<file path="src/rtl/fir_xifu_pkg.sv">
// Shared FIR XIFU types: the regfile write-port struct and the writeback request
// carried by each writeback source slot.
package fir_xifu_pkg;

  localparam int XIFU_RD_W   = 5;
  localparam int XIFU_DATA_W = 32;

  localparam int WB_SRC_EX  = 0;
  localparam int WB_SRC_MEM = 1;

  typedef struct packed {
    logic                   write;
    logic [XIFU_RD_W-1:0]   rd;
    logic [XIFU_DATA_W-1:0] result;
  } wb2regfile_t;

  typedef struct packed {
    logic [XIFU_RD_W-1:0]   rd;
    logic [XIFU_DATA_W-1:0] result;
  } wb_req_t;

endpackage

</file>
<file path="src/rtl/fir_xifu_wb_slot.sv">
// One-entry writeback buffer. It accepts a new request when empty or when
// its current entry is being granted, so a granted slot can refill on the same edge.
module fir_xifu_wb_slot
  import fir_xifu_pkg::*;
(
  input  logic    clk_i,
  input  logic    rst_ni,
  input  logic    valid_i,
  output logic    ready_o,
  input  wb_req_t req_i,
  input  logic    grant_i,
  output logic    slot_valid_o,
  output wb_req_t slot_req_o
);

  logic    valid_q, valid_d;
  wb_req_t req_q, req_d;

  assign ready_o      = ~valid_q | grant_i;
  assign slot_valid_o = valid_q;
  assign slot_req_o   = req_q;

  always_comb begin
    valid_d = valid_q;
    req_d   = req_q;
    if (valid_i && ready_o) begin
      valid_d = 1'b1;
      req_d   = req_i;
    end else if (grant_i) begin
      valid_d = 1'b0;
    end
  end

  always_ff @(posedge clk_i or negedge rst_ni) begin
    if (!rst_ni) begin
      valid_q <= 1'b0;
    end else begin
      valid_q <= valid_d;
    end
  end

  // Payload is qualified by valid_q everywhere it is used, so it needs no reset.
  always_ff @(posedge clk_i) begin
    req_q <= req_d;
  end

endmodule

</file>
<file path="src/rtl/fir_xifu_wb_arbiter.sv">
// Arbitrates the XIFU regfile write port between the EX result and the XIF load response.
// Define FIR_XIFU_WB_RR_EN for round-robin on different-rd contention; default is MEM > EX.
module fir_xifu_wb_arbiter
  import fir_xifu_pkg::*;
#(
  parameter int NB_REGS = 4,
  parameter int RD_W    = XIFU_RD_W,
  parameter int DATA_W  = XIFU_DATA_W
) (
  input  logic               clk_i,
  input  logic               rst_ni,
  input  logic               ex_valid_i,
  output logic               ex_ready_o,
  input  logic [RD_W-1:0]    ex_rd_i,
  input  logic [DATA_W-1:0]  ex_result_i,
  input  logic               mem_valid_i,
  output logic               mem_ready_o,
  input  logic [RD_W-1:0]    mem_rd_i,
  input  logic [DATA_W-1:0]  mem_result_i,
  output wb2regfile_t        wb2regfile_o,
  output logic [NB_REGS-1:0] pending_o,
  output logic               busy_o
);

  localparam int              IDX_W    = $clog2(NB_REGS);
  localparam logic [RD_W:0]   RD_LIMIT = (RD_W+1)'(NB_REGS);

  function automatic logic [NB_REGS-1:0] rd_decode(input logic vld, input logic [RD_W-1:0] rd);
    logic [NB_REGS-1:0] oh;
    oh = '0;
    if (vld && ({1'b0, rd} < RD_LIMIT)) begin
      oh[rd[IDX_W-1:0]] = 1'b1;
    end
    return oh;
  endfunction

  wb_req_t ex_req_in, mem_req_in;
  wb_req_t ex_req, mem_req;
  logic    ex_vld, mem_vld;
  logic    grant_ex, grant_mem;

  assign ex_req_in  = '{rd: ex_rd_i,  result: ex_result_i};
  assign mem_req_in = '{rd: mem_rd_i, result: mem_result_i};

  fir_xifu_wb_slot u_ex_slot (
    .clk_i        (clk_i),
    .rst_ni       (rst_ni),
    .valid_i      (ex_valid_i),
    .ready_o      (ex_ready_o),
    .req_i        (ex_req_in),
    .grant_i      (grant_ex),
    .slot_valid_o (ex_vld),
    .slot_req_o   (ex_req)
  );

  fir_xifu_wb_slot u_mem_slot (
    .clk_i        (clk_i),
    .rst_ni       (rst_ni),
    .valid_i      (mem_valid_i),
    .ready_o      (mem_ready_o),
    .req_i        (mem_req_in),
    .grant_i      (grant_mem),
    .slot_valid_o (mem_vld),
    .slot_req_o   (mem_req)
  );

`ifdef FIR_XIFU_WB_RR_EN
  // rr_q records the source that won the last contended grant; the other source goes next.
  logic rr_q, rr_d;

  always_ff @(posedge clk_i or negedge rst_ni) begin
    if (!rst_ni) begin
      rr_q <= 1'(WB_SRC_EX);
    end else begin
      rr_q <= rr_d;
    end
  end
`endif

  // Grant looks only at slot state, which keeps valid_i out of the ready_o cone.
  always_comb begin
    grant_ex  = 1'b0;
    grant_mem = 1'b0;
`ifdef FIR_XIFU_WB_RR_EN
    rr_d      = rr_q;
`endif
    if (ex_vld && mem_vld) begin
      if (ex_req.rd == mem_req.rd) begin
        // Load first so the younger EX value is the one left in the register.
        grant_mem = 1'b1;
`ifdef FIR_XIFU_WB_RR_EN
      end else if (rr_q == 1'(WB_SRC_MEM)) begin
        grant_ex = 1'b1;
`endif
      end else begin
        grant_mem = 1'b1;
      end
`ifdef FIR_XIFU_WB_RR_EN
      rr_d = grant_mem ? 1'(WB_SRC_MEM) : 1'(WB_SRC_EX);
`endif
    end else begin
      grant_ex  = ex_vld;
      grant_mem = mem_vld;
    end
  end

  always_comb begin
    wb2regfile_o = '0;
    if (grant_mem) begin
      wb2regfile_o.write  = 1'b1;
      wb2regfile_o.rd     = mem_req.rd;
      wb2regfile_o.result = mem_req.result;
    end else if (grant_ex) begin
      wb2regfile_o.write  = 1'b1;
      wb2regfile_o.rd     = ex_req.rd;
      wb2regfile_o.result = ex_req.result;
    end
  end

  assign pending_o = rd_decode(ex_vld, ex_req.rd) | rd_decode(mem_vld, mem_req.rd);
  assign busy_o    = ex_vld | mem_vld;

endmodule
</file>
<file path="config.mk">
export PLATFORM = sky130hd
export DESIGN_NAME = fir_xifu_wb_arbiter
export DESIGN_NICKNAME = d
export VERILOG_FILES = /design/src/rtl/fir_xifu_pkg.sv /design/src/rtl/fir_xifu_wb_slot.sv /design/src/rtl/fir_xifu_wb_arbiter.sv
export SDC_FILE = /design/constraint.sdc
export NUM_CORES = 1
export LEC_CHECK = 0
export CORE_MARGIN = 2
export CORE_UTILIZATION = 42
export DETAILED_ROUTE_END_ITERATION = 16
export GPL_TIMING_DRIVEN = 0
export PLACE_DENSITY = 0.8
export SLEW_MARGIN = 20
export SYNTH_ARGS = -nofsm -noshare
export SYNTH_HDL_FRONTEND = slang
export SYNTH_SLANG_ARGS = --single-unit
</file>
<file path="constraint.sdc">
create_clock -name clk_i -period 2.25 [get_ports clk_i]
set_input_delay 0.45 -clock clk_i [delete_from_list [all_inputs] [get_ports clk_i]]
set_output_delay 0.45 -clock clk_i [all_outputs]
set_load 0.05 [all_outputs]
</file>
Word level (Yosys, flattened, before mapping) --
Cells that the tools add are included.
Cells by class: add/subtract/negate cells 0, $mul 0, divide/modulo/power cells 0, magnitude comparators 6, equality and inequality tests 0, shifts and indexed selects 0, multiplexer cells 14, bitwise logic cells 6, reductions and logical operators 9
Operators by type and width (number):
- 2-to-1 mux 38 bit | 2
- less-than comparator 5 x 3 -> 1 bit, second input constant | 2
- 2-to-1 mux 1 bit | 8
- 2-to-1 mux 4 bit | 2
- logical AND 1 bit | 7
- less-than comparator 2 x 3 -> 1 bit, second input constant | 2
- demux 1 bit (select 2 bit) | 2
- >= comparator 2 x 1 -> 1 bit, second input constant | 2
- OR 4 bit | 1
- nonzero test 2 bit | 2
- OR 1 bit | 3
- inverter 1 bit | 2
Word-level totals: register bits 76, latch bits 0, memory bits (writable) 0, bits in read-only memories 0, input port bits 78, logic and storage cells 41, memories 0

Depth between registers and ports, before layout --
Gate-level depths: netlist of the first run.
depth after elaboration 6, mapped depth 5, gate-level depth less buffers 2

Hierarchy --
A second synthesis of the first run with hierarchy kept.
Unflattened totals: cell total of the unflattened synthesis 157, area, all modules 2877.8 um^2
Modules (own cells, without submodules):
- fir_xifu_wb_slot | times used 2, cells an instance 41, area each 1164.9 um^2, sequential area each 1136.1 um^2
- fir_xifu_wb_arbiter | times used 1, cells an instance 75, area each 548.0 um^2, sequential area each 0.0 um^2

Worst setup path before layout of the first run --
No wires, ideal clock.
path type reg-to-output, start reg u_mem_slot.req_q (netlist bit u_mem_slot.slot_req_o[35]), end out pending_o[0], arrival time 2152 ps, required time 1800 ps, path slack -352 ps, cell stages (with the launch flop) 3, path buffers 0, cell sequence edfxtp_1 or4b_4 o32ai_1
Between the ends: longest elaborated chain between the ends 4
Ends and longest elaborated chain:
- from (decl) | RTL line fir_xifu_wb_slot.sv:17 | wb_req_t req_q, req_d;
- from (signal assigned) | RTL line fir_xifu_wb_slot.sv:44 | req_q <= req_d;
- less-than comparator 5 x 3 -> 1 bit | RTL line fir_xifu_wb_arbiter.sv:31 | if (vld && ({1'b0, rd} < RD_LIMIT)) begin
- logical AND 1 bit | RTL line fir_xifu_wb_arbiter.sv:31
- 2-to-1 mux 4 bit | RTL line fir_xifu_wb_arbiter.sv:31
- OR 4 bit | RTL line fir_xifu_wb_arbiter.sv:120 | assign pending_o = rd_decode(ex_vld, ex_req.rd) | rd_decode(mem_vld, mem_req.rd);
- to (decl) | RTL line fir_xifu_wb_arbiter.sv:21 | output logic [NB_REGS-1:0] pending_o,
No other way between the ends.

Final worst setup path of the first run --
start reg u_mem_slot.valid_q (netlist: u_mem_slot.slot_valid_o), end out pending_o[2]
Between the ends: longest elaborated chain between the ends 3
Ends and longest elaborated chain:
- from (decl) | RTL line fir_xifu_wb_slot.sv:16 | logic valid_q, valid_d;
- from (signal assigned) | RTL line fir_xifu_wb_slot.sv:38 | valid_q <= valid_d;
- logical AND 1 bit | RTL line fir_xifu_wb_arbiter.sv:31
- 2-to-1 mux 4 bit | RTL line fir_xifu_wb_arbiter.sv:31
- OR 4 bit | RTL line fir_xifu_wb_arbiter.sv:120
No other way between the ends.

==> flow_metrics.env, run 1 <==
export IMPL_cts_buffers=9
export IMPL_critical_path_class="register to output port"
export IMPL_slowest_delay_ps=460
export IMPL_cts_root_buffer="clkbuf_8"
export IMPL_postRouteAntennaNets=0
export IMPL_muxShareOfSynthArea_pct=0
export IMPL_finalWorstSetupSlack_ps=-38.1
export IMPL_clkTransAtPathRegs_ps=70
export IMPL_area_growth_pct=54.7
export IMPL_synth_compound_area_share_pct=12.3
export IMPL_setup_viol=3
export IMPL_cp_arrival_ps=1840
export IMPL_cts_buffer_depth=2
export IMPL_drive_above_1_share_pct=26.6
export IMPL_yosys_warnings=0
export IMPL_synth_cell_type_count=17
export IMPL_min_period_ps=2290
export IMPL_cp_max_fo=5
export IMPL_fin_util_pct=67.8
export IMPL_timing_hold_violations_final=0
export IMPL_fin_crit_sh_pct=102
export IMPL_grt_use_total_pct=17.2
export IMPL_ir_drop_mv=0.506
export IMPL_nNetsFinal=364
export IMPL_grt_pass1_vias=1914
export IMPL_worst_pin_slew_ps=916
export IMPL_grt_overflow_total=0
export IMPL_cts_tree="done"
export IMPL_min_delay_start="mem_valid_i"
export IMPL_holdPathEnd="u_mem_slot.slot_valid_o$_DFFE_PN0P_"
export IMPL_ys_seq_area_share_pct=81.2
export IMPL_syn_avg_cell_area_um2=18.4
export IMPL_io_pins=123
export IMPL_yosys_area_share_simple_pct=3.76
export IMPL_antenna_found_initial=0
export IMPL_wire_per_inst_um=16.6
export IMPL_path_cells="buf_6 -> or4b_4 -> buf_6 -> o32ai_2 -> buf_6"
export IMPL_max_freq_ghz=0.437
export IMPL_synth_xor_area_share_pct=0
export IMPL_die_w_um=85.6
export IMPL_core_mm2=0.00639
export IMPL_via_per_inst=4.98
export IMPL_grt_pass1_wl_mm=9.51
export IMPL_start_kind="register"
export IMPL_initial_core_util_pct=43.8
export IMPL_wl_mm=6.07
export IMPL_power_total_uw=3310
export IMPL_syn_area_mm2=0.00280
export IMPL_violations="setup timing"
export IMPL_drv_cap=0
export IMPL_min_path_cells=1
export IMPL_n_antenna_cell=0
export IMPL_grt_max_degree=38
export IMPL_port_buffers=120
export IMPL_maxSlewHeadroom_pct=38.9
export IMPL_rsz0062_at_grt="true"
export IMPL_maxSlewViolCount=0
export IMPL_syn_nets=230
export IMPL_synth_fa_ha_area_share_pct=0
export IMPL_gp_congestion=0.801
export IMPL_syn_inst=152
export IMPL_vias=1827
export IMPL_min_path_type="primary input to register"
export IMPL_drt_pre_antenna_iters=4
export IMPL_status="complete, but fails checks"
export IMPL_dieArea_mm2=0.00733
export IMPL_dp_hpwl_mm=4.24
export IMPL_crit_path_end_kind="output port"
export IMPL_die_h_um=85.6
export IMPL_fin_hold_ws_ps=244
export IMPL_r2r_cells=3
export IMPL_required_ps=1800
export IMPL_dr_first_iter_drc_count=55
export IMPL_critPathMostFrequentCell="buf_6"
export IMPL_rrSetupSlack_ps=460
export IMPL_power_density_mw_per_mm2=763
export IMPL_p_leak_uw=0.00163
export IMPL_yosys_register_bits=76
export IMPL_clock_sinks=76
export IMPL_row_count=29
export IMPL_cts_hold_buf=0
export IMPL_crit_slowest_cell="or4b_4"
export IMPL_r2r_end="u_ex_slot.slot_req_o[11]$_DFFE_PP_"
export IMPL_clk_latency_ps=330
export IMPL_fin_worst_skew_ps=7.96
export IMPL_htreeDepth=3
export IMPL_drcViolationCount=0
export IMPL_r2r_start="u_mem_slot.slot_valid_o$_DFFE_PN0P_"
export IMPL_synth_top_family_by_area="compound AO/OA/AOI/OAI gates"
-- per-stage QoR --
stage / TNS [ps] / setup WS [ps] / cells / cell area, um^2
2_1_floorplan: -1410 / -352 / 152 / 2800
3_3_place_gp: -11540 / -240 / 349 / 4100
3_5_place_dp: -7300 / -259 / 350 / 4130
4_1_cts: -210 / -55.4 / 368 / 4290
5_1_grt: -374 / -103 / 367 / 4330
6_report: -97.4 / -38.1 / 367 / 4330
-- worst max-delay path, delay by kind of cell (launching register included) --
family          cells  cell delay, ps
flops               1             360
simple gates        1             460
buf+inv             3             470
compound gates      1             210
-- placed cells by master, fill, tap and decap left out, types with 2 or more instances in the layout --
cell and instances:
a22o_1 33, buf_2 2, buf_4 34, buf_6 8, clkbuf_1 4, clkbuf_2 3
clkbuf_8 9, clkdlybuf4s15_2 6, clkdlybuf4s50_1 76, clkinv_2 3, dlygate4sd2_1 2, edfxtp_1 74
inv_1 2, nand2_1 10, nand2b_1 3, o21ai_0 4, o32ai_4 2, or2_2 2
or4b_4 2
-- worst max-delay path by stage --
stage | start | to
floorplan | u_mem_slot.slot_req_o[35]$_DFFE_PP_ | pending_o[0]
global placement | u_mem_slot.slot_valid_o$_DFFE_PN0P_ | pending_o[3]
detailed placement | u_mem_slot.slot_valid_o$_DFFE_PN0P_ | pending_o[0]
CTS | u_ex_slot.slot_valid_o$_DFFE_PN0P_ | pending_o[0]
global route | u_mem_slot.slot_valid_o$_DFFE_PN0P_ | pending_o[3]
finish | u_mem_slot.slot_valid_o$_DFFE_PN0P_ | pending_o[2]
-- what timing repair did --
item / in CTS / in global routing
endpoints found under the setup margin: 43 / 40
resized for setup: 242 / 17
cloned: 1 / 0
setup buffers: 2 / 0
-- cells in the mapped netlist --
cell	n	share of area, %
buf_4	3	0.80
or4b_1	1	0.36
nand2b_1	3	0.67
inv_1	2	0.27
nand2_1	10	1.3
o21ai_0	4	0.72
nor2b_1	1	0.22
clkbuf_1	6	0.80
buf_2	4	0.72
conb_1	1	0.13
or2_2	2	0.45
a22o_1	33	10
o32ai_1	4	1.3
and2_1	1	0.22
or4b_4	1	0.49
dfrtp_1	2	1.8
edfxtp_1	74	79
-- logic make-up (layout without fill, tap and decap cells) --
kind of cell / after synthesis / in the layout
flip-flops: 76 / 76
AO/OA/AOI/OAI: 41 / 41
AND/OR/NAND/NOR: 19 / 19
buffers and inverters: 15 / 153
other: 1 / 1
-- cell type report --
| type | instances | area [um^2] |
|---|---|---|
| clock buffers | 10 | 128 |
| well taps | 77 | 96.3 |
| fillers | 480 | 2060 |
| clock inverters | 5 | 53.8 |
| repair buffers | 124 | 1180 |
| plain buffers | 12 | 86.3 |
| multi-input cells | 61 | 503 |
| flip-flops and latches | 76 | 2270 |
| inverters | 2 | 7.51 |
-- registers in the layout, summed over array words and instances (netlist names) --
name,flops
u_ex_slot.slot_req_o,37
u_mem_slot.slot_req_o,37
u_ex_slot.slot_valid_o,1
u_mem_slot.slot_valid_o,1
-- where the power goes --
part / internal [uW] / total, uW / switching [uW] / leakage, uW
logic: 273 / 651 / 378 / 0.000797
clock network: 503 / 959 / 456 / 0.0000959
registers: 1660 / 1700 / 33.8 / 0.000736
total: 2440 / 3310 / 868 / 0.00163
-- metal layers --
metal  wire, um  GRT usage (%)  share of wire (%)
met4         38           6.06               0.63
met1       2290           19.9                 38
met2       3330           30.8                 55
met5          0              0                  0
met3        409           4.43                6.7
No activity file was read; power rests on OpenSTA's default activity.
==> run 2: changes to the inputs <==
- SLEW_MARGIN: 20 -> unset
==> results of run 2 <==
Final layout, timing and power as in run 1 (identical DEF).
==> run 3: changes to the inputs <==
- SLEW_MARGIN: unset -> 20
==> results of run 3 <==
Final layout, timing and power as in run 1 (identical DEF).
